--- config.mk ---
export PLATFORM = sky130hd
export DESIGN_NAME = cp0_hilo
export DESIGN_NICKNAME = d
export VERILOG_FILES = /design/src/rtl/globaldefine.sv /design/src/rtl/cp0_hilo_pkg.sv /design/src/rtl/cp0_timer.sv /design/src/rtl/cp0_hilo.sv
export SDC_FILE = /design/constraint.sdc
export NUM_CORES = 1
export LEC_CHECK = 0
export ABC_AREA = 1
export BUFFER_PORTS_ARGS = -buffer_cell sky130_fd_sc_hd__buf_2
export CAP_MARGIN = 20
export CORE_AREA = 4 4 173 208
export DETAILED_ROUTE_END_ITERATION = 12
export DIE_AREA = 0 0 177 212
export HOLD_SLACK_MARGIN = 0.05
export PLACE_DENSITY = 0.58
export RECOVER_POWER = 100
export SYNTH_ARGS = -nofsm -noshare
export SYNTH_HDL_FRONTEND = slang
export SYNTH_SLANG_ARGS = --single-unit
--- constraint.sdc ---
create_clock -name clk -period 2.15 [get_ports clk]
set_clock_uncertainty 0.05 [all_clocks]
set_input_delay 0 -clock clk [delete_from_list [all_inputs] [get_ports clk]]
set_output_delay 0 -clock clk [all_outputs]
set_load 0.03 [all_outputs]
--- src/rtl/globaldefine.sv ---
// rtl/globaldefine.sv - shared CP0 register numbers, exception codes and bit positions
`ifndef GLOBALDEFINE_SV
`define GLOBALDEFINE_SV

`define CP0_REG_COUNT   5'd9
`define CP0_REG_COMPARE 5'd11
`define CP0_REG_STATUS  5'd12
`define CP0_REG_CAUSE   5'd13
`define CP0_REG_EPC     5'd14

`define EXC_CODE_INT    5'd0
`define EXC_CODE_ADEL   5'd4
`define EXC_CODE_SYS    5'd8

`define STATUS_IE       0
`define STATUS_EXL      1
`define STATUS_IM_LO    8
`define CAUSE_EXC_LO    2
`define CAUSE_IP_LO     8

`endif

--- src/rtl/cp0_hilo_pkg.sv ---
// rtl/cp0_hilo_pkg.sv - CP0 register map, exception codes and register word packing
package cp0_hilo_pkg;

  localparam logic [4:0] REG_COUNT   = 5'd9;
  localparam logic [4:0] REG_COMPARE = 5'd11;
  localparam logic [4:0] REG_STATUS  = 5'd12;
  localparam logic [4:0] REG_CAUSE   = 5'd13;
  localparam logic [4:0] REG_EPC     = 5'd14;

  localparam int ST_IE    = 0;
  localparam int ST_EXL   = 1;
  localparam int ST_IM_LO = 8;
  localparam int CA_EXC_LO = 2;
  localparam int CA_IP_LO  = 8;

  typedef enum logic [4:0] {
    EXC_INT  = 5'd0,
    EXC_ADEL = 5'd4,
    EXC_SYS  = 5'd8
  } exc_code_e;

  function automatic logic [31:0] status_word(input logic [7:0] im, input logic exl,
                                              input logic ie);
    logic [31:0] w;
    w = '0;
    w[ST_IM_LO +: 8] = im;
    w[ST_EXL]        = exl;
    w[ST_IE]         = ie;
    return w;
  endfunction

  function automatic logic [31:0] cause_word(input logic [7:0] ip, input logic [4:0] code);
    logic [31:0] w;
    w = '0;
    w[CA_IP_LO +: 8]  = ip;
    w[CA_EXC_LO +: 5] = code;
    return w;
  endfunction

endpackage

--- src/rtl/cp0_timer.sv ---
// rtl/cp0_timer.sv - free-running Count, Compare and the sticky timer interrupt (IP7)
module cp0_timer (
  input  logic        clk,
  input  logic        rst_n,
  input  logic        i_count_we,
  input  logic        i_compare_we,
  input  logic [31:0] i_wdata,
  output logic [31:0] o_count,
  output logic [31:0] o_compare,
  output logic        o_timer_ip
);

  logic [31:0] r_count;
  logic [31:0] r_compare;
  logic        r_timer_ip;

  always_ff @(posedge clk or negedge rst_n) begin
    if (!rst_n) begin
      r_count    <= '0;
      r_compare  <= '0;
      r_timer_ip <= 1'b0;
    end else begin
      r_count <= i_count_we ? i_wdata : r_count + 32'd1;
      if (i_compare_we) begin
        r_compare <= i_wdata;
      end
      // Compare write acknowledges the interrupt and beats a same-cycle match.
      if (i_compare_we) begin
        r_timer_ip <= 1'b0;
      end else if (r_count == r_compare) begin
        r_timer_ip <= 1'b1;
      end
    end
  end

  assign o_count    = r_count;
  assign o_compare  = r_compare;
  assign o_timer_ip = r_timer_ip;

endmodule

--- src/rtl/cp0_hilo.sv ---
// rtl/cp0_hilo.sv - CP0 Status/Cause/EPC, HI/LO, exception priority and PC redirect
module cp0_hilo
  import cp0_hilo_pkg::*;
#(
  parameter logic [31:0] EXC_VEC = 32'h0000_0004
) (
  input  logic        clk,
  input  logic        rst,
  input  logic        mtc0,
  input  logic        mfc0,
  input  logic        mthi,
  input  logic        mfhi,
  input  logic        mtlo,
  input  logic        mflo,
  input  logic        c0_eret,
  input  logic [4:0]  reg_d,
  input  logic [31:0] rt2cp0,
  input  logic [31:0] rs2hilo,
  input  logic        add_err,
  input  logic        syscall,
  input  logic        ext_int,
  input  logic [31:0] pc,
  output logic [31:0] rdfcp0,
  output logic        redirect,
  output logic [31:0] redirect_pc,
  output logic        exl
);

  logic        r_ie;
  logic        r_exl;
  logic [7:0]  r_im;
  logic [4:0]  r_exccode;
  logic [1:0]  r_ip_sw;
  logic [31:0] r_epc;
  logic [31:0] r_hi;
  logic [31:0] r_lo;
  logic        r_sync1;
  logic        r_sync2;

  logic [31:0] w_count;
  logic [31:0] w_compare;
  logic        w_timer_ip;
  logic [7:0]  w_ip;
  logic        w_int_req;
  logic        w_exc_take;
  exc_code_e   w_exc_code;
  logic        w_wr_en;
  logic        w_eret;
  logic [31:0] w_status;
  logic [31:0] w_cause;

  assign w_ip      = {w_timer_ip, 4'b0000, r_sync2, r_ip_sw};
  assign w_int_req = (|(w_ip & r_im)) & r_ie & ~r_exl;
  assign w_exc_take = add_err | syscall | w_int_req;
  assign w_exc_code = add_err ? EXC_ADEL : (syscall ? EXC_SYS : EXC_INT);

  // A taken exception owns the cycle: architectural writes and eret are dropped.
  assign w_wr_en = mtc0 & ~w_exc_take;
  assign w_eret  = c0_eret & ~w_exc_take;

  assign w_status = status_word(r_im, r_exl, r_ie);
  assign w_cause  = cause_word(w_ip, r_exccode);

  cp0_timer u_timer (
    .clk          (clk),
    .rst_n        (rst),
    .i_count_we   (w_wr_en && (reg_d == REG_COUNT)),
    .i_compare_we (w_wr_en && (reg_d == REG_COMPARE)),
    .i_wdata      (rt2cp0),
    .o_count      (w_count),
    .o_compare    (w_compare),
    .o_timer_ip   (w_timer_ip)
  );

  always_ff @(posedge clk or negedge rst) begin
    if (!rst) begin
      r_sync1 <= 1'b0;
      r_sync2 <= 1'b0;
    end else begin
      r_sync1 <= ext_int;
      r_sync2 <= r_sync1;
    end
  end

  always_ff @(posedge clk or negedge rst) begin
    if (!rst) begin
      r_ie      <= 1'b0;
      r_exl     <= 1'b0;
      r_im      <= '0;
      r_exccode <= '0;
      r_ip_sw   <= '0;
      r_epc     <= '0;
    end else if (w_exc_take) begin
      r_epc     <= pc;
      r_exccode <= w_exc_code;
      r_exl     <= 1'b1;
    end else begin
      if (w_eret) begin
        r_exl <= 1'b0;
      end
      if (w_wr_en) begin
        case (reg_d)
          REG_STATUS: begin
            r_im  <= rt2cp0[ST_IM_LO +: 8];
            r_exl <= rt2cp0[ST_EXL];
            r_ie  <= rt2cp0[ST_IE];
          end
          REG_CAUSE: r_ip_sw <= rt2cp0[CA_IP_LO +: 2];
          REG_EPC:   r_epc   <= rt2cp0;
          default: ;
        endcase
      end
    end
  end

  always_ff @(posedge clk or negedge rst) begin
    if (!rst) begin
      r_hi <= '0;
      r_lo <= '0;
    end else if (!w_exc_take) begin
      if (mthi) r_hi <= rs2hilo;
      if (mtlo) r_lo <= rs2hilo;
    end
  end

  always_comb begin
    rdfcp0 = '0;
    if (mfc0) begin
      case (reg_d)
        REG_COUNT:   rdfcp0 = w_count;
        REG_COMPARE: rdfcp0 = w_compare;
        REG_STATUS:  rdfcp0 = w_status;
        REG_CAUSE:   rdfcp0 = w_cause;
        REG_EPC:     rdfcp0 = r_epc;
        default:     rdfcp0 = '0;
      endcase
    end else if (mfhi) begin
      rdfcp0 = r_hi;
    end else if (mflo) begin
      rdfcp0 = r_lo;
    end
  end

  // Gated by reset so the PC mux is released the moment reset asserts.
  assign redirect    = rst & (w_exc_take | c0_eret);
  assign redirect_pc = w_exc_take ? EXC_VEC : r_epc;
  assign exl         = r_exl;

endmodule
-- After elaboration in Yosys (flattened, before gate mapping)
Cells that the tools add are included.
- input bits: 113
- memory bits (read-only): 0
- output and inout port bits: 66
- bits in latches: 0
- memories: 0
- register bits: 180
- word-level logic and storage cells: 59
- memory bits (writable): 0
- equality and inequality tests: 6
- order comparisons: 0
- add/sub/neg operators: 1
- multipliers: 0
- reduce and logical (&&, ||, !) cells: 11
- div/mod/pow operators: 0
- muxes and demuxes: 17
- shift operators: 0
- bitwise logic cells: 11
- operator list (kind ; number):
    two-way mux 32 bit ; 8
    one-hot mux 32 bit (5 select lines) ; 1
    adder 32 x 1 -> 32 bit, second input constant ; 1
    == test 32 bit ; 1
    == test 5 x 4 -> 1 bit, second input constant ; 5
    AND 8 bit ; 1
    two-way mux 4 bit ; 2
    OR reduction 8 bit ; 1
    two-way mux 1 bit ; 6
    AND reduction 2 bit ; 3
    AND reduction 3 bit ; 2
    nonzero test 2 bit ; 3
    AND 1 bit ; 5
    OR 1 bit ; 3
    logical AND 1 bit ; 2
    inverter 1 bit ; 2

-- Logic depth before layout (Yosys ltp)
Gate-level depths: netlist of run 1.
- depth after elaboration: 11
- gate-level depth with buffers: 10
- gate-level depth less buffers: 10

-- By module
Synthesis of run 1 repeated with hierarchy kept, for this count alone.
- cells, all modules: 1429
- area, all modules: 10207.3 um^2
- modules (own cells, without submodules) (module ; times used ; area each (um^2) ; cells each ; seq. area each (um^2)):
    cp0_hilo ; 1 ; 6580.1 ; 975 ; 2802.7
    cp0_timer ; 1 ; 3627.2 ; 454 ; 1626.6

-- Worst setup path before layout of run 1
No wires, ideal clock.
- path kind: register to register
- from: register r_exl, in the netlist exl
- to: register r_epc[22]
- data arrival time: 1.631 ns
- setup time: 0.069 ns
- cell stages (with the launch flop): 8
- clock period less this slack: 1.750 ns
- path slack: 0.400 ns
- buffers on the path: 1
- data required time: 2.031 ns
- path through: dfrtp_1 > nor2_1 > o21ai_2 > nand2_2 > buf_2 > nor2_1 > nand2_1 > nand3_1
- word-level cells in the longest chain between the ends: 7
- elaborated cells on any way between the ends: 9
- those cells by class: mux: 1; bitwise: 5; reduce/logical: 3
- RTL lines (what ; line ; text):
    from (decl) ; cp0_hilo.sv:30 ; logic r_exl;
    from (signal assigned) ; cp0_hilo.sv:105 ; r_exl <= rt2cp0[ST_EXL];
    inverter 1 bit (*) ; cp0_hilo.sv:53 ; assign w_int_req = (|(w_ip & r_im)) & r_ie & ~r_exl;
    AND 1 bit (*) ; cp0_hilo.sv:53 ;
    OR 1 bit (*) ; cp0_hilo.sv:54 ; assign w_exc_take = add_err | syscall | w_int_req;
    inverter 1 bit (no line) ; n/a ;
    AND 1 bit ; cp0_hilo.sv:58 ; assign w_wr_en = mtc0 & ~w_exc_take;
    nonzero test 2 bit (no line) ; n/a ;
    AND reduction 2 bit (no line) ; n/a ;
    to (signal assigned) ; cp0_hilo.sv:94 ; r_epc <= pc;
    to (signal assigned) ; cp0_hilo.sv:109 ; REG_EPC: r_epc <= rt2cp0;
    to (decl) ; cp0_hilo.sv:34 ; logic [31:0] r_epc;
Mark *: on every way between the ends. The rest lies on a longest branch, timed or not.
A chain may end at the register's enable or synchronous reset.

-- Final worst setup path of run 1
- from: register r_im[1]
- to: output redirect_pc[31]
- word-level cells in the longest chain between the ends: 6
- RTL lines (what ; line ; text):
    from (decl) ; cp0_hilo.sv:31 ; logic [7:0] r_im;
    from (signal assigned) ; cp0_hilo.sv:104 ; r_im <= rt2cp0[ST_IM_LO +: 8];
    AND 8 bit ; cp0_hilo.sv:53 ;
    OR reduction 8 bit ; cp0_hilo.sv:53 ;
    AND 1 bit (2 in a row) ; cp0_hilo.sv:53 ;
    OR 1 bit ; cp0_hilo.sv:54 ;
    two-way mux 32 bit ; cp0_hilo.sv:146 ; assign redirect_pc = w_exc_take ? EXC_VEC : r_epc;
    to (decl) ; cp0_hilo.sv:25 ; output logic [31:0] redirect_pc,
No other way between the ends.

==> qor.log, run 1 <==
qor: clocking.numCtsBuffers 17
qor: clocking.htreeDepth 4
qor: worst_setup_path.cpMaxStageDelayCell sky130_fd_sc_hd__dfrtp_1
qor: global_route.antenna_found_initial 1
qor: place.area_after_dpl 11,400 µm²
qor: yosys.post_synth.cell_area_avg 7.08 µm²
qor: timing.worst_slew_pin_slew 1610 ps
qor: final_layout.area_growth 31.3%
qor: power_and_ir_drop.ir_drop 0.548 mV
qor: timing.max_slew_margin -7.21%
qor: clocking.post-cts-setup-buffer-count 0
qor: yosys.mappedNetlistNets 1,533
qor: worst_setup_path.list_of_cells_traversed_by_the_critical_path inv_1 > o21ai_1 > o21ai_2 > nand2_4 > buf_12 > nor2_1 > clkbuf_4
qor: final_layout.finish.instance_area 13,200 µm²
qor: timing.fin_crit 2150 ps
qor: power_and_ir_drop.power.density_cell_area 782 nW/µm²
qor: timing.setup-tns-final -1.24 ps
qor: yosys.synth.largest_area_cell sky130_fd_sc_hd__dfrtp_1
qor: timing.setup_repair_after_global_routing_missed_its_margin yes
qor: yosys.yosysWarningCount 0
qor: final_layout.drive_above_1_share 15.5%
qor: worst_setup_path.worstPathMaxFanout 34
qor: place.placed_cells 2,005
qor: yosys.ys_seq_elements 177
qor: outcome.failed_checks capacitance limit, slew limit, setup timing
qor: drt.vias 10,500
qor: floorplan.placement_rows 74
qor: floorplan.core-area 34,000 µm²
qor: final_layout.final_util 38.8%
qor: worst_setup_path.critical_path.endpoint_type output pin
qor: worst_setup_path.worstPathBufferInverterCount 3
qor: worst_setup_path.required_arrival_time_at_the_worst_endpoint 2100 ps
qor: drt.route.detailed.drc 0
qor: drt.drt.antenna.violating_nets 0
qor: clocking.clkSinkCount 177
qor: timing.finalWorstSetupSlack -1.24 ps
qor: global_route.largest_net_degree_at_the_start_of_global_routing 68
qor: yosys.number_of_distinct_library_cells_after_synthesis 35
qor: yosys.synth_most_common_cell sky130_fd_sc_hd__nand2_1
qor: timing.post_route_worst_hold_slack 59.6 ps
qor: power_and_ir_drop.static-leakage-power 6.67 nW
qor: final_layout.fill_cells 3,543
qor: outcome.outcome finished with violations
qor: worst_setup_path.ws_path_type flop to output pin
qor: clocking.clkSlewWorstSetupHoldPaths 70 ps
qor: yosys.synth_top_area_share 44.1%
qor: clocking.cts_tree yes
qor: timing.drv_slew 35
qor: yosys.synth.cell_area 10,000 µm²
qor: global_route.grt_first_pass_wirelength 58.6 mm
qor: drt.routed_wirelength 38.5 mm
qor: drt.detailedRoute.firstIterationViolations 1,107
qor: yosys.yosys_most_used_dff sky130_fd_sc_hd__dfrtp_1
qor: worst_setup_path.path_delay_family buffers and inverters
qor: place.io_buffers 178
qor: floorplan.floorplan.initialDensity 29.6%
qor: timing.final-hold-violation-count 0
qor: yosys.syn-instance-count 1,419
qor: floorplan.chipHeight 212 µm
qor: place.dp.final_hpwl 27.4 mm
qor: final_layout.nets 1,788
qor: yosys.yosys-top-cells-count 505 x sky130_fd_sc_hd__nand2_1, 177 x sky130_fd_sc_hd__dfrtp_1, 141 x sky130_fd_sc_hd__o21ai_0
qor: worst_setup_path.largest_stage_delay_on_the_critical_path 370 ps
qor: floorplan.fp.dieW 177 µm
qor: yosys.synth-edff-count 0
qor: floorplan.design.die.area 37,500 µm²
qor: clocking.clockBufferDepth 2
qor: hold_path.worstHoldPathType input pin to flop
qor: job.drv.max_cap_violation_count 1
qor: worst_setup_path.critical_path.startpoint_type flop
qor: global_route.global_route_total_overflow 0
qor: timing.max_clock_freq 465 MHz
qor: clocking.insertion_delay 440 ps
qor: yosys.synth_area_leaders sky130_fd_sc_hd__dfrtp_1 44%, sky130_fd_sc_hd__nand2_1 19%, sky130_fd_sc_hd__o21ai_0 7.0%
qor: timing.finalSetupViolations 1
qor: global_route.grt_pass1_vias 10,400
qor: clocking.root_buffer sky130_fd_sc_hd__clkbuf_16
qor: yosys.yosysSeqAreaShare 44.1%
qor: timing.final.period_utilization 100%
qor: global_route.track_usage 20.1%
qor: floorplan.pin_count 179
qor: drt.detail_route.vias_per_cell 4.90
qor: yosys.asyncSetResetFlopFracSynth 100%
qor: power_and_ir_drop.report.power.total 10.3 mW
qor: final_layout.diodes 0
qor: place.dp_slack 132 ps
qor: drt.detail_route.wl_per_cell 18.0 µm
qor: final_layout.final_cells 2,142
qor: drt.1st_pass_router_iterations 7
qor: place.gp_routability_congestion 0.990
qor: worst_setup_path.critical_path_arrival 2100 ps
[power by group]
part,internal (mW),total (mW),switching (mW)
Clock,2.30,3.67,1.37
Combinational,0.899,2.35,1.45
Sequential,3.84,4.29,0.454
[sequential cells by signal, indices dropped and copies added, names as in the netlist, 2 cells and up]
register           cells
r_hi                  32
r_exccode              2
r_lo                  32
r_ip_sw                2
r_epc                 32
u_timer.o_count       32
u_timer.o_compare     32
r_im                   8
[final timing paths]
kind | slack (ps) | from | end | cells after the start
min in group asynchronous | 380 | rst | r_exccode[3] | 3
max in group asynchronous | 390 | rst | u_timer.o_compare[2] | 3
setup reg to reg | 50 | r_im[1] | r_epc[2] | 8
hold / removal | 60 | mthi | r_hi[9] | 5
setup / recovery | -1 | r_im[1] | redirect_pc[31] | 7
hold reg to reg | 310 | r_sync1 | r_sync2 | 0
[layout by cell type (no fill, tap or decap), drive strengths merged, types with 5 or more instances in the layout]
master       netlist  routed
xnor2             24      24
nor3              16      16
o221ai            10      10
buf               45     189
a21oi             26      26
inv              146     148
nand3             95      95
nand2            509     509
xor2              14      14
bufinv             0       7
a31oi             10      10
dlygate4sd3        0     104
nand4              7       7
o22ai             20      20
o21ai            163     163
clkbuf            28      33
o211ai             5       5
dfrtp            177     177
nor2             122     122
[kinds of logic after synthesis]
group	Yosys count	share of synthesized area [%]
and+or+nand+nor	749	30.6
AOI/OAI and AO/OA	235	12.6
buffers and inverters	219	9.21
DFF	177	44.1
xor gates and xnor gates	38	3.31
adders and majority gates	1	0.124
[tightest hold or removal path, stage by stage]
cell and delay (ps):
sky130_fd_sc_hd__buf_2 120, sky130_fd_sc_hd__nand2_4 60, sky130_fd_sc_hd__buf_12 170, sky130_fd_sc_hd__nand2_1 80, sky130_fd_sc_hd__o21ai_0 70
[cell type report]
class / instances / area (µm²) / share of cell area [%]
multi-input combinational: 1023 / 4710 / 35.7
sequential: 177 / 4430 / 33.6
timing repair buffer: 309 / 2250 / 17.1
tap: 456 / 571 / 4.32
inverter: 146 / 551 / 4.17
clock buffer: 18 / 429 / 3.25
clock inverter: 13 / 256 / 1.94
[layer usage]
metal	track usage [%]	up-vias	routed length (µm)
li1	-	5000	-
met1	26.2	4997	15900
met2	33.0	400	18800
met3	3.81	96	2320
met4	8.30	2	1450
met5	0	-	13
[timing repair]
action | in CTS | in global routing
endpoints found under the setup margin | 1 | 19
gates resized for setup | 1 | 17
cloned | 0 | 1
hold endpoints to repair | 352 | 0
pin swaps | 0 | 0
hold buffers | 105 | 0
Power figures use the tool's default switching activity.
==> run 2, diff against run 1 <==
--- a/config.mk
+++ b/config.mk
@@ -12,7 +12,7 @@
 export DETAILED_ROUTE_END_ITERATION = 12
 export DIE_AREA = 0 0 177 212
 export HOLD_SLACK_MARGIN = 0.05
-export PLACE_DENSITY = 0.58
+export PLACE_DENSITY = 0.55
 export RECOVER_POWER = 100
 export SYNTH_ARGS = -nofsm -noshare
 export SYNTH_HDL_FRONTEND = slang
==> run 2 against run 1 <==
Via count grew 0.32%. Non-clock buffer count grew 14. Power shrank 5.0%. Cell count grew 0.65%. The run now ends clean.
==> qor.log, run 2 (synthesis gave the netlist of run 1 again) <==
qor: worst_setup_path.path_delay_family buffers and inverters [unchanged]
qor: clocking.htreeDepth 4 [unchanged]
qor: worst_setup_path.worstPathBufferInverterCount 3 [unchanged]
qor: final_layout.area_growth 30.3% [was 31.3%]
qor: worst_setup_path.list_of_cells_traversed_by_the_critical_path inv_1 > o21ai_1 > o21ai_2 > nand2_2 > buf_4 > a21oi_1 > o21ai_1 > dlygate4sd3_1 [was inv_1 > o21ai_1 > o21ai_2 > nand2_4 > buf_12 > nor2_1 > clkbuf_4]
qor: timing.setup-tns-final 0 ps [was -1.24 ps]
qor: final_layout.drive_above_1_share 13.6% [was 15.5%]
qor: timing.final-hold-violation-count 0 [unchanged]
qor: drt.detail_route.wl_per_cell 17.8 µm [was 18.0 µm]
qor: worst_setup_path.ws_path_type flop to flop [was flop to output pin]
qor: hold_path.worstHoldPathType input pin to flop [unchanged]
qor: timing.fin_crit 2100 ps [was 2150 ps]
qor: timing.finalSetupViolations 0 [was 1]
qor: final_layout.fill_cells 3,675 [was 3,543]
qor: floorplan.design.die.area 37,500 µm² [unchanged]
qor: global_route.largest_net_degree_at_the_start_of_global_routing 71 [was 68]
qor: worst_setup_path.cpMaxStageDelayCell sky130_fd_sc_hd__dlygate4sd3_1 [was sky130_fd_sc_hd__dfrtp_1]
qor: clocking.numCtsBuffers 17 [unchanged]
qor: drt.drt.antenna.violating_nets 0 [unchanged]
qor: place.dp_slack 150 ps [was 132 ps]
qor: drt.route.top_layer_used met4 [was met5]
qor: timing.drv_slew 0 [was 35]
qor: timing.max_clock_freq 475 MHz [was 465 MHz]
qor: timing.worst_slew_pin_slew 1470 ps [was 1610 ps]
qor: power_and_ir_drop.static-leakage-power 6.52 nW [was 6.67 nW]
qor: clocking.clkSinkCount 177 [unchanged]
qor: clocking.cts_tree yes [unchanged]
qor: place.io_buffers 178 [unchanged]
qor: final_layout.final_cells 2,156 [was 2,142]
qor: worst_setup_path.required_arrival_time_at_the_worst_endpoint 2420 ps [was 2100 ps]
qor: clocking.root_buffer sky130_fd_sc_hd__clkbuf_16 [unchanged]
qor: timing.finalWorstSetupSlack 46.4 ps [was -1.24 ps]
qor: worst_setup_path.worstPathMaxFanout 18 [was 34]
qor: floorplan.core-area 34,000 µm² [unchanged]
qor: drt.routed_wirelength 38.4 mm [was 38.5 mm]
qor: drt.vias 10,500 [about the same]
qor: final_layout.nets 1,802 [was 1,788]
qor: worst_setup_path.critical_path.endpoint_type flop [was output pin]
qor: floorplan.chipHeight 212 µm [unchanged]
qor: worst_setup_path.critical_path.startpoint_type flop [unchanged]
qor: drt.detail_route.vias_per_cell 4.88 [was 4.90]
qor: global_route.global_route_total_overflow 0 [unchanged]
qor: floorplan.placement_rows 74 [unchanged]
qor: worst_setup_path.critical_path_arrival 2380 ps [was 2100 ps]
qor: outcome.outcome finished clean [was finished with violations]
qor: floorplan.fp.dieW 177 µm [unchanged]
qor: floorplan.floorplan.initialDensity 29.6% [unchanged]
qor: final_layout.final_util 38.5% [was 38.8%]
qor: final_layout.layout.cells.most_common_list 505 x sky130_fd_sc_hd__nand2_1, 177 x sky130_fd_sc_hd__dfrtp_1, 152 x sky130_fd_sc_hd__o21ai_0 [was 505 x sky130_fd_sc_hd__nand2_1, 177 x sky130_fd_sc_hd__dfrtp_1, 166 x sky130_fd_sc_hd__buf_2]
qor: job.drv.max_cap_violation_count 0 [was 1]
qor: drt.wirelength_met1 16.5 mm [was 15.9 mm]
qor: place.gp_routability_congestion 0.998 [was 0.990]
qor: place.dp.final_hpwl 27.6 mm [was 27.4 mm]
qor: final_layout.area.sequential 4430 µm² [unchanged]
qor: worst_setup_path.largest_stage_delay_on_the_critical_path 560 ps [was 370 ps]
qor: drt.met2WireLength 18.6 mm [was 18.8 mm]
qor: clocking.insertion_delay 440 ps [about the same]
qor: clocking.clkSlewWorstSetupHoldPaths 70 ps [about the same]
qor: power_and_ir_drop.ir_drop 0.407 mV [was 0.548 mV]
qor: timing.setup_repair_after_global_routing_missed_its_margin yes [unchanged]
qor: place.placed_cells 2,010 [was 2,005]
qor: floorplan.pin_count 179 [unchanged]
qor: timing.final.period_utilization 97.8% [was 100%]
qor: worst_setup_path.most_frequent_cell_on_the_critical_path sky130_fd_sc_hd__o21ai_1
qor: clocking.clockBufferDepth 2 [unchanged]
qor: power_and_ir_drop.power.density_cell_area 749 nW/µm² [was 782 nW/µm²]
qor: global_route.track_usage 20.2% [was 20.1%]
qor: global_route.grt_first_pass_wirelength 59.1 mm [was 58.6 mm]
qor: drt.detailedRoute.firstIterationViolations 914 [was 1,107]
qor: final_layout.most_frequent_standard_cell_in_the_layout_excluding_fill_and_tap_cells sky130_fd_sc_hd__nand2_1 [unchanged]
qor: timing.max_slew_margin 2.02% [was -7.21%]
qor: global_route.grt_pass1_vias 10,200 [was 10,400]
qor: drt.route.detailed.drc 0 [unchanged]
qor: drt.1st_pass_router_iterations 6 [was 7]
qor: final_layout.multi_input_comb_area 4700 µm² [was 4710 µm²]
qor: drt.wl_met3 2.20 mm [was 2.32 mm]
qor: final_layout.diodes 0 [unchanged]
qor: global_route.antenna_found_initial 0 [was 1]
run 2: cell count changes in the layout (fill, tap and decap cells not counted), sizes merged:
cell,previous run,this run
inv,148,146
bufinv,7,2
buf,189,142
clkbuf,33,88
dlymetal6s2s,1,0
dlygate4sd3,104,114
clkinvlp,2,1
clkinv,2,7
run 2: per-stage QoR:
stage               instance area [µm²]  power, mW  hold WS (ps)
detailed placement                11400       6.54          -151
finish                            13100       9.80           216
CTS                               13200       9.88          68.3
global route                      13100       10.3           217
floorplan                         10000       5.66          -346
global placement                  11400       6.51          -155
run 2: worst paths after layout:
| path | start | depth (start not counted) | end | slack (ps) |
|---|---|---|---|---|
| max in group asynchronous | rst | 3 | u_timer.o_count[25] | 310 |
| worst max-delay path | r_im[1] | 8 | r_epc[7] | 50 |
| worst min-delay path | reg_d[4] | 6 | r_im[4] | 220 |
| worst max register to register | r_im[1] | 8 | r_epc[7] | 50 |
| worst min register to register | r_sync1 | 0 | r_sync2 | 300 |
| min in group asynchronous | rst | 3 | r_hi[22] | 570 |
run 2: repair_timing:
item / in CTS / in global routing
resized for setup: 10 / 11
pin swaps: 1 / 0
hold endpoints to repair: 352 / 0
hold buffers: 115 / 0
setup endpoints to repair: 12 / 16
buffers inserted: 1 / 0
run 2: report_power, final:
| group | total, mW | switching [mW] | internal, mW |
|---|---|---|---|
| sequential | 4.26 | 0.419 | 3.84 |
| combinational | 2.40 | 1.49 | 0.911 |
| clock | 3.15 | 1.36 | 1.79 |
| total | 9.80 | 3.26 | 6.54 |
run 2: layer usage:
metal  up-vias  GRT usage [%]
met3        73           3.02
met5         -              0
li1       5033              -
met2       388           33.5
met1      5035           27.0
met4         0           6.81
run 2: layout make-up:
class | count | area share, %
clock inverter | 10 | 0.841
clock buffer | 21 | 3.59
tap | 456 | 4.36
timing repair buffer | 323 | 17.3
inverter | 146 | 4.20
sequential | 177 | 33.8
multi-input combinational | 1023 | 35.9
run 2: tightest hold or removal path: stages:
cell                      delay (ps)
sky130_fd_sc_hd__buf_2           100
sky130_fd_sc_hd__nor2_1           50
sky130_fd_sc_hd__nand2_1         120
sky130_fd_sc_hd__buf_4           220
sky130_fd_sc_hd__o21ai_0         110
sky130_fd_sc_hd__nand2_1          60
==> run 3, diff against run 2 <==
==> constraint.sdc (replaced) <==
create_clock -name clk -period 2.15 [get_ports clk]
set_clock_uncertainty 0.05 [all_clocks]
set_input_delay 0.1075 -clock clk [delete_from_list [all_inputs] [get_ports clk]]
set_output_delay 0.1075 -clock clk [all_outputs]
set_load 0.03 [all_outputs]
==> run 3 against run 2 <==
Count of clock-buffer cells in the layout fell by 2. Power is 4.0% higher. Die area unchanged. Clock power increased by 12%. First-iteration DRC count shrank 14%. Highest routed layer unchanged. Critical endpoint is now redirect_pc[19]. Core utilization up 0.59 points. Flip-flop and latch count stayed put. Wire length is essentially flat. Combinational power barely moved. Via count is 2.2% lower.
==> qor.log, run 3 (synthesis gave the netlist of run 1 again) <==
qor: worst_setup_path.worstPathMaxFanout 21 [was 18]
qor: worst_setup_path.list_of_cells_traversed_by_the_critical_path inv_1 > o21ai_1 > o21ai_2 > nand2_4 > buf_12 > nor2_1 > buf_4 [was inv_1 > o21ai_1 > o21ai_2 > nand2_2 > buf_4 > a21oi_1 > o21ai_1 > dlygate4sd3_1]
qor: clocking.clkSinkCount 177 [unchanged]
qor: timing.max_slew_margin 13.5% [was 2.02%]
qor: final_layout.area.sequential 4430 µm² [about the same]
qor: timing.finalWorstSetupSlack 94.4 ps [was 46.4 ps]
qor: worst_setup_path.critical_path.endpoint_type output pin [was flop]
qor: timing.fin_crit 2060 ps [was 2100 ps]
qor: timing.max_clock_freq 486 MHz [was 475 MHz]
qor: place.gp_routability_congestion 0.979 [was 0.998]
qor: global_route.global_route_total_overflow 0 [unchanged]
qor: worst_setup_path.largest_stage_delay_on_the_critical_path 370 ps [was 560 ps]
qor: worst_setup_path.worstPathBufferInverterCount 3 [unchanged]
qor: global_route.antenna_found_initial 0 [unchanged]
qor: hold_path.worstHoldPathType input pin to flop [unchanged]
qor: drt.detailedRoute.firstIterationViolations 782 [was 914]
qor: power_and_ir_drop.ir_drop 0.480 mV [was 0.407 mV]
qor: place.dp_slack 79.8 ps [was 150 ps]
qor: clocking.numCtsBuffers 17 [unchanged]
qor: final_layout.diodes 0 [unchanged]
qor: global_route.grt_pass1_vias 10,200 [about the same]
qor: drt.route.detailed.drc 0 [unchanged]
qor: worst_setup_path.timing.rr.start r_ip_sw[1] [was r_im[1]]
qor: place.dp.final_hpwl 27.5 mm [was 27.6 mm]
qor: clocking.clockBufferDepth 2 [unchanged]
qor: final_layout.drive_above_1_share 16.2% [was 13.6%]
qor: hold_path.hold-path-endpoint exl [was r_im[4]]
qor: final_layout.most_frequent_standard_cell_in_the_layout_excluding_fill_and_tap_cells sky130_fd_sc_hd__nand2_1 [unchanged]
qor: floorplan.core-area 34,000 µm² [unchanged]
qor: worst_setup_path.r2r_slack 120 ps [was 50 ps]
qor: power_and_ir_drop.static-leakage-power 6.69 nW [was 6.52 nW]
qor: global_route.largest_net_degree_at_the_start_of_global_routing 88 [was 71]
qor: floorplan.design.die.area 37,500 µm² [unchanged]
qor: drt.routed_wirelength 38.4 mm [about the same]
qor: timing.drv_slew 0 [unchanged]
qor: drt.detail_route.wl_per_cell 17.8 µm [about the same]
qor: hold_path.hold_path_depth 4 [was 6]
qor: timing.final.period_utilization 95.6% [was 97.8%]
qor: timing.final-hold-violation-count 0 [unchanged]
qor: final_layout.nets 1,798 [was 1,802]
qor: worst_setup_path.crit_cells 7 [was 8]
qor: worst_setup_path.r2r_cells 9 [was 8]
qor: worst_setup_path.required_arrival_time_at_the_worst_endpoint 1990 ps [was 2420 ps]
qor: final_layout.layout.cells.most_common_list 505 x sky130_fd_sc_hd__nand2_1, 176 x sky130_fd_sc_hd__dfrtp_1, 160 x sky130_fd_sc_hd__buf_2 [was 505 x sky130_fd_sc_hd__nand2_1, 177 x sky130_fd_sc_hd__dfrtp_1, 152 x sky130_fd_sc_hd__o21ai_0]
qor: final_layout.area_growth 32.3% [was 30.3%]
qor: floorplan.chipHeight 212 µm [unchanged]
qor: drt.drt.antenna.violating_nets 0 [unchanged]
qor: clocking.root_buffer sky130_fd_sc_hd__clkbuf_16 [unchanged]
qor: outcome.outcome finished clean [unchanged]
qor: clocking.clkSlewWorstSetupHoldPaths 70 ps [about the same]
qor: clocking.htreeDepth 4 [unchanged]
qor: job.drv.max_cap_violation_count 0 [unchanged]
qor: floorplan.pin_count 179 [unchanged]
qor: place.io_buffers 178 [unchanged]
qor: clocking.cts_tree yes [unchanged]
qor: global_route.track_usage 20.2% [about the same]
qor: global_route.grt_first_pass_wirelength 58.4 mm [was 59.1 mm]
qor: worst_setup_path.ws_path_type flop to output pin [was flop to flop]
qor: timing.worst_slew_pin_slew 1300 ps [was 1470 ps]
qor: clocking.insertion_delay 440 ps [about the same]
qor: floorplan.fp.dieW 177 µm [unchanged]
qor: hold_path.hold_path_startpoint mtc0 [was reg_d[4]]
qor: power_and_ir_drop.report.power.total 10.2 mW [was 9.80 mW]
qor: final_layout.multi_input_comb_area 4730 µm² [was 4700 µm²]
qor: drt.vias 10,300 [was 10,500]
qor: worst_setup_path.path_delay_family buffers and inverters [unchanged]
qor: worst_setup_path.r2r-end r_epc[3] [was r_epc[7]]
qor: timing.finalSetupViolations 0 [unchanged]
qor: power_and_ir_drop.power.density_cell_area 767 nW/µm² [was 749 nW/µm²]
qor: final_layout.fill_cells 3,582 [was 3,675]
qor: worst_setup_path.critical_path.startpoint_type flop [unchanged]
qor: floorplan.placement_rows 74 [unchanged]
qor: worst_setup_path.cpMaxStageDelayCell sky130_fd_sc_hd__dfrtp_1 [was sky130_fd_sc_hd__dlygate4sd3_1]
qor: floorplan.floorplan.initialDensity 29.6% [unchanged]
qor: drt.detail_route.vias_per_cell 4.78 [was 4.88]
qor: drt.1st_pass_router_iterations 5 [was 6]
qor: worst_setup_path.critical_path_arrival 1900 ps [was 2380 ps]
-- run 3: worst register-to-register path, stage by stage (launching register included) --
cell	delay (ps)
sky130_fd_sc_hd__dfrtp_1	370
sky130_fd_sc_hd__inv_1	80
sky130_fd_sc_hd__o21ai_1	90
sky130_fd_sc_hd__o21ai_2	200
sky130_fd_sc_hd__nand2_4	110
sky130_fd_sc_hd__inv_4	120
sky130_fd_sc_hd__buf_8	160
sky130_fd_sc_hd__nor2_1	60
sky130_fd_sc_hd__o21ai_1	140
sky130_fd_sc_hd__dlygate4sd3_1	570
-- run 3: layer usage --
metal / track usage [%] / routed length, µm / up-vias
li1: - / - / 5014
met1: 26.9 / 16400 / 4873
met4: 7.58 / 1170 / 0
met5: 0 / 0 / -
met2: 33.3 / 18800 / 350
met3: 3.04 / 2080 / 64
-- run 3: power by group --
| part | leakage [nW] | internal, mW | total [mW] | switching (mW) |
|---|---|---|---|---|
| registers | 2.13 | 3.84 | 4.28 | 0.444 |
| logic | 4.25 | 0.935 | 2.40 | 1.47 |
| clock network | 0.315 | 2.12 | 3.52 | 1.39 |
-- run 3: how the worst max path moves through the flow --
stage,from,slack (ps),end
floorplan,exl,400,r_epc[22]
global placement,u_timer.o_count[0],90,u_timer.o_count[24]
detailed placement,u_timer.o_count[0],80,u_timer.o_count[24]
CTS,r_im[1],30,redirect
global route,r_ip_sw[1],-3,redirect_pc[12]
finish,r_ip_sw[1],90,redirect_pc[19]
-- run 3: timing repair --
| action | in CTS | in global routing |
|---|---|---|
| hold buffers | 112 | 0 |
| resized for setup | 14 | 22 |
| pin swaps | 1 | 0 |
| endpoints found under the setup margin | 19 | 38 |
| hold endpoints to repair | 352 | 0 |
| gates cloned | 0 | 1 |
| buffers inserted | 1 | 1 |
-- run 3: stage by stage --
step / cells / utilization (%) / hold slack [ps] / setup TNS [ps] / area, µm²
final: 2153 / 39.1 / 184 / 0 / 13300
after floorplan: 1419 / - / -238 / 0 / 10000
after CTS: 2151 / 39.0 / 161 / 0 / 13200
after detailed placement: 2006 / 33.6 / -75.3 / 0 / 11400
after global placement: 2006 / 33.6 / -74.8 / 0 / 11400
after global routing: 2153 / 39.1 / 203 / -2.87 / 13300
-- run 3: final cells by class --
class,count,share of cell area [%]
sequential,177,33.3
clock inverter,13,1.57
timing repair buffer,319,17.7
inverter,146,4.14
tap,456,4.29
clock buffer,19,3.41
multi-input combinational,1023,35.6
